**src/rtl/frame_energy_meter.sv**
```systemverilog
// Frame energy meter: reads one frame of DEPTH samples from a latency-RD_LAT
// source, accumulating the sum of squares and the peak magnitude, then holds
// the result under a valid/ready handshake.
`timescale 1ns / 1ps

module frame_energy_meter #(
    parameter int unsigned WIDTH  = 16,
    parameter int unsigned DEPTH  = 256,
    parameter int unsigned RD_LAT = 2
) (
    input  logic                             clk_i,
    input  logic                             rst_ni,
    input  logic                             buffer_ready_i,
    input  logic                             read_enable_i,
    input  logic [WIDTH-1:0]                 read_data_i,
    output logic                             read_ack_o,
    output logic [2*WIDTH+$clog2(DEPTH)-1:0] energy_o,
    output logic [WIDTH-1:0]                 peak_o,
    output logic                             result_valid_o,
    input  logic                             result_ready_i,
    output logic                             busy_o,
    output logic                             overrun_o
);

    localparam int unsigned AW = $clog2(DEPTH);
    localparam int unsigned EW = 2 * WIDTH + AW;
    localparam int unsigned LW = $clog2(RD_LAT + 1);

    localparam logic [LW-1:0] LAT_LOAD = LW'(RD_LAT);
    localparam logic [AW-1:0] LAST_IDX = AW'(DEPTH - 1);

    localparam logic [1:0] StIdle = 2'd0;
    localparam logic [1:0] StWait = 2'd1;
    localparam logic [1:0] StAck  = 2'd2;
    localparam logic [1:0] StDone = 2'd3;

    logic [1:0]              r_state;
    logic [1:0]              w_state_d;
    logic [LW-1:0]           r_lat;
    logic [LW-1:0]           w_lat_dec;
    logic [AW-1:0]           r_count;
    logic [EW-1:0]           r_acc_energy;
    logic [WIDTH-1:0]        r_acc_peak;
    logic [EW-1:0]           r_energy;
    logic [WIDTH-1:0]        r_peak;
    logic                    r_overrun;

    logic                    w_start;
    logic                    w_sample;
    logic                    w_last;
    logic                    w_ovr_set;
    logic signed [WIDTH-1:0] w_x;
    logic signed [2*WIDTH-1:0] w_prod;
    logic [EW-1:0]           w_sq;
    logic [WIDTH-1:0]        w_abs;
    logic [EW-1:0]           w_energy_sum;
    logic [WIDTH-1:0]        w_peak_next;

    // Sample arithmetic: the square of a two's-complement value is never
    // negative, so the product is zero-extended into the accumulator width.
    assign w_x          = read_data_i;
    assign w_prod       = w_x * w_x;
    assign w_sq         = {{AW{1'b0}}, w_prod};
    // Negating the most negative value wraps back onto 2^(WIDTH-1), which is
    // exactly its magnitude when read as unsigned.
    assign w_abs        = read_data_i[WIDTH-1] ? (~read_data_i + WIDTH'(1)) : read_data_i;
    assign w_energy_sum = r_acc_energy + w_sq;
    assign w_peak_next  = (w_abs > r_acc_peak) ? w_abs : r_acc_peak;
    assign w_lat_dec    = (r_lat == '0) ? '0 : r_lat - LW'(1);

    // Next-state decode plus the start/sample/overrun strobes.
    always_comb begin
        w_state_d = r_state;
        w_start   = 1'b0;
        w_sample  = 1'b0;
        w_last    = 1'b0;
        w_ovr_set = 1'b0;
        unique case (r_state)
            StIdle: begin
                if (buffer_ready_i) w_start = 1'b1;
            end
            StWait: begin
                if (buffer_ready_i) begin
                    w_start   = 1'b1;
                    w_ovr_set = 1'b1;
                end else if (w_lat_dec == '0 && read_enable_i) begin
                    w_state_d = StAck;
                end
            end
            StAck: begin
                // A new frame pre-empts the ack, so the source never advances.
                if (buffer_ready_i) begin
                    w_start   = 1'b1;
                    w_ovr_set = 1'b1;
                end else begin
                    w_sample = 1'b1;
                    if (r_count == LAST_IDX) begin
                        w_last    = 1'b1;
                        w_state_d = StDone;
                    end else begin
                        w_state_d = StWait;
                    end
                end
            end
            StDone: begin
                if (result_ready_i) begin
                    if (buffer_ready_i) w_start = 1'b1;
                    else                w_state_d = StIdle;
                end else if (buffer_ready_i) begin
                    w_ovr_set = 1'b1;
                end
            end
            default: w_state_d = StIdle;
        endcase
        if (w_start) w_state_d = StWait;
    end

    // State, latency counter, sample count and accumulators.
    always_ff @(posedge clk_i or negedge rst_ni) begin
        if (!rst_ni) begin
            r_state      <= StIdle;
            r_lat        <= '0;
            r_count      <= '0;
            r_acc_energy <= '0;
            r_acc_peak   <= '0;
        end else begin
            r_state <= w_state_d;
            if (w_start) begin
                r_lat        <= LAT_LOAD;
                r_count      <= '0;
                r_acc_energy <= '0;
                r_acc_peak   <= '0;
            end else if (w_sample) begin
                r_acc_energy <= w_energy_sum;
                r_acc_peak   <= w_peak_next;
                if (!w_last) begin
                    r_count <= r_count + AW'(1);
                    r_lat   <= LAT_LOAD;
                end
            end else if (r_state == StWait) begin
                r_lat <= w_lat_dec;
            end
        end
    end

    // Published result, updated only when the last sample lands; sticky overrun.
    always_ff @(posedge clk_i or negedge rst_ni) begin
        if (!rst_ni) begin
            r_energy  <= '0;
            r_peak    <= '0;
            r_overrun <= 1'b0;
        end else begin
            if (w_last) begin
                r_energy <= w_energy_sum;
                r_peak   <= w_peak_next;
            end
            if (w_ovr_set) r_overrun <= 1'b1;
        end
    end

    assign read_ack_o     = w_sample;
    assign result_valid_o = (r_state == StDone);
    assign busy_o         = (r_state == StWait) || (r_state == StAck);
    assign energy_o       = r_energy;
    assign peak_o         = r_peak;
    assign overrun_o      = r_overrun;

endmodule

```
**config.mk**
```make
export PLATFORM = sky130hd
export DESIGN_NAME = frame_energy_meter
export DESIGN_NICKNAME = d
export VERILOG_FILES = /design/src/rtl/frame_energy_meter.sv
export SDC_FILE = /design/constraint.sdc
export NUM_CORES = 1
export LEC_CHECK = 0
export ABC_AREA = 1
export CAP_MARGIN = 20
export CELL_PAD_IN_SITES_DETAIL_PLACEMENT = 1
export CELL_PAD_IN_SITES_GLOBAL_PLACEMENT = 2
export CORE_MARGIN = 2
export CORE_UTILIZATION = 40
export DETAILED_ROUTE_END_ITERATION = 12
export PLACE_DENSITY_LB_ADDON = 0.1
export SLEW_MARGIN = 25
export SYNTH_ARGS = -nofsm -noshare
export SYNTH_HDL_FRONTEND = slang
export SYNTH_SLANG_ARGS = --single-unit
```
**constraint.sdc**
```tcl
create_clock -name clk_i -period 3.29 [get_ports clk_i]
set_input_delay 0.658 -clock clk_i [delete_from_list [all_inputs] [get_ports clk_i]]
set_output_delay 0.658 -clock clk_i [all_outputs]
set_load 0.1 [all_outputs]
```
==> results of run 1 <==
[cell type report]
type,count,area (µm²),share of cell area
multi-input cells,1723,16600,0.585
repair buffers,562,5020,0.177
flip-flops and latches,125,3130,0.110
inverters,598,2310,0.0812
well taps,600,751,0.0264
clock buffers,18,429,0.0151
clock inverters,13,165,0.00581
[registers in the layout, summed over array words and instances (netlist names)]
signal        flops
energy_o         40
r_acc_energy     40
peak_o           16
r_acc_peak       16
r_count           8
r_lat             2
r_state           2
overrun_o         1
[worst paths after layout]
path | from | to | slack, ps
worst max-delay path | read_data_i[10] | energy_o[32] | -3790
worst min-delay path | rst_ni | peak_o[11] | 130
worst max register to register | r_state[0] | r_count[4] | 850
worst min register to register | energy_o[37] | energy_o[37] | 470
max in group asynchronous | rst_ni | energy_o[35] | 2350
min in group clk_i | energy_o[37] | energy_o[37] | 470
[layer usage]
layer,vias up,part of all wire,global-route usage
li1,8552,-,-
met1,9840,0.40,0.409
met2,586,0.52,0.590
met3,234,0.042,0.0362
met4,0,0.040,0.0850
met5,-,0,0
[logic make-up after synthesis]
kind of cell             share of synthesized area
AO/OA/AOI/OAI                               0.0556
XOR/XNOR                                    0.0267
adder cells (fa/ha/maj)                      0.361
buffers and inverters                        0.136
flip-flops                                   0.171
AND/OR/NAND/NOR                              0.249
[layout by cell type, fill, tap and decap left out, types with 9 or more instances in the layout]
| cell | instances |
|---|---|
| a21oi_1 | 23 |
| a21oi_2 | 31 |
| a21oi_4 | 27 |
| buf_12 | 29 |
| buf_4 | 440 |
| buf_6 | 66 |
| buf_8 | 9 |
| clkbuf_16 | 17 |
| dfrtp_1 | 125 |
| fa_1 | 209 |
| fa_2 | 29 |
| ha_1 | 76 |
| ha_4 | 68 |
| inv_1 | 474 |
| inv_2 | 103 |
| inv_4 | 14 |
| nand2_1 | 503 |
| nand2_2 | 145 |
| nand2_4 | 67 |
| nand2_8 | 10 |
| nand3_1 | 97 |
| nand3_2 | 54 |
| nand3_4 | 10 |
| nand3b_1 | 15 |
| nand4_1 | 22 |
| nor2_1 | 44 |
| nor2_2 | 30 |
| nor2_4 | 57 |
| nor3_4 | 11 |
| o21ai_0 | 37 |
| o21ai_1 | 25 |
| o21ai_2 | 12 |
| xnor2_1 | 17 |
| xor2_1 | 15 |
| xor2_4 | 10 |
[critical path: cells and delay by family]
family	cells	cell delay (ps)
xor+xnor	1	170
buf+inv	12	1130
fa+ha+maj	8	3680
simple gates	12	1410
compound gates	2	340
[what timing repair did]
action,4_1_cts,5_1_grt
endpoints found under the hold margin,0,0
gates resized for setup,662,228
pin swaps,332,150
setup buffers,102,28
endpoints found under the setup margin,106,106
cloned,5,0
[stage by stage]
step,setup slack [ps],instance area (µm²),hold WS (ps),TNS (ps)
finish,-3790,28400,130,-232560
global route,-3920,28400,159,-245550
CTS,-3480,27300,151,-216090
detailed placement,-4890,23400,467,-328450
global placement,-4720,23400,460,-317890
floorplan,-3590,19700,362,-205480
==> run summary, run 1 <==
Status - finished with violations
Violated checks - setup timing
Synth Warn # - 0
Max Root-Sink Buffers - 2
Syn nets - 2911
Final net count - 3435
Post-synth cell types - 48
CP arrival - 7410 ps
Slowest CP cell - fa_1
Overall die width - 218 µm
Largest net degree at the start of global routing - 63
Critical path endpoint category - flip-flop
Starting Density - 0.405
Mapped Cells - 2503
Synth cell count leaders - nand2_1, inv_1, fa_1
FF+latch count, synth - 125
Crit path time final - 7080 ps
Clock Sinks - 125
Drt wl/cell - 22.5 µm
Drt initial violations - 1122
RSZ-0062 raised after global routing - yes
Seq/Total Area, Yosys - 0.171
Final Skew - 12.3 ps
# hold bufs at CTS - 0
Crit Path Max Fanout - 4
Synth top area cells - fa_1, dfrtp_1, nand2_1, inv_1, ha_1
Worst slew pin tran - 740 ps
Clk slew on worst S/H paths - 60 ps
CTS tree - yes
Crit share post-route - 2.15
Headroom to the max-slew limit - 0.506
Async SR Flop Fraction - 1.00
GRT Util Overall - 0.325
Vias/cell - 5.28
Max-Cap Viols - 0
# IOs - 81
Main synth FF type - dfrtp_1
Reg2Reg Depth - 11
Row count - 78
Dpl cells - 3478
Count leader, synth - nand2_1
Post-Route Utilization - 0.627
Worst setup path class - in2reg
Drt pass-1 iters - 5
Total routed wirelength - 81.7 mm
Post-DP HPWL - 53.7 mm
Worst skew pair latency - 450 ps
Final Hold Viols - 0
Core Region - 45300 µm²
H-tree levels - 4
Mapped cell area - 18300 µm²
Startpoint Class - input port
Post-route ant nets - 0
Post-synth top area cell - fa_1
Fraction of layout cells with a size suffix above 1 - 0.436
Fmax - 141 MHz
Routability cong. - 0.874
Drt drc - 0
Slowest stage delay, CP - 550 ps
HP Class - in2async
Fillers - 5246
Inserted Clock Buffers - 17
First-pass GRT wire length - 119 mm
Yosys top cell area share - 0.260
Setup-failing EPs final - 75
Vias in the first global route - 21300
CTS root buffer - clkbuf_16
Slew Viols, Final - 0
EDFF count, synth - 0
Initial antenna violation count - 0
Die height - 218 µm
Full die area - 47600 µm²
Final worst slack - -3790 ps
N_diodes - 0
Avg Cell Area, Syn - 7.33 µm²
Global route overflow - 0
Req. time, crit path - 3630 ps
Port bufs - 80
Vias - 19200
Final Non-Filler Cells - 3639
Area Overhead vs Synth - 54.9%
Power of run 1 is left out: the tool's default activity adds up to more than one toggle a clock period on the data nets, which glitch-free logic cannot reach.
==> inputs of run 2 (changes only) <==
--- a/config.mk
+++ b/config.mk
@@ -6,7 +6,7 @@
 export NUM_CORES = 1
 export LEC_CHECK = 0
 export ABC_AREA = 1
-export CAP_MARGIN = 20
+export CAP_MARGIN = 5
 export CELL_PAD_IN_SITES_DETAIL_PLACEMENT = 1
 export CELL_PAD_IN_SITES_GLOBAL_PLACEMENT = 2
 export CORE_MARGIN = 2
==> results of run 2 <==
Same layout as run 1: the final DEF is identical, and so are final timing and power.
Power of run 2 is left out for the same reason.
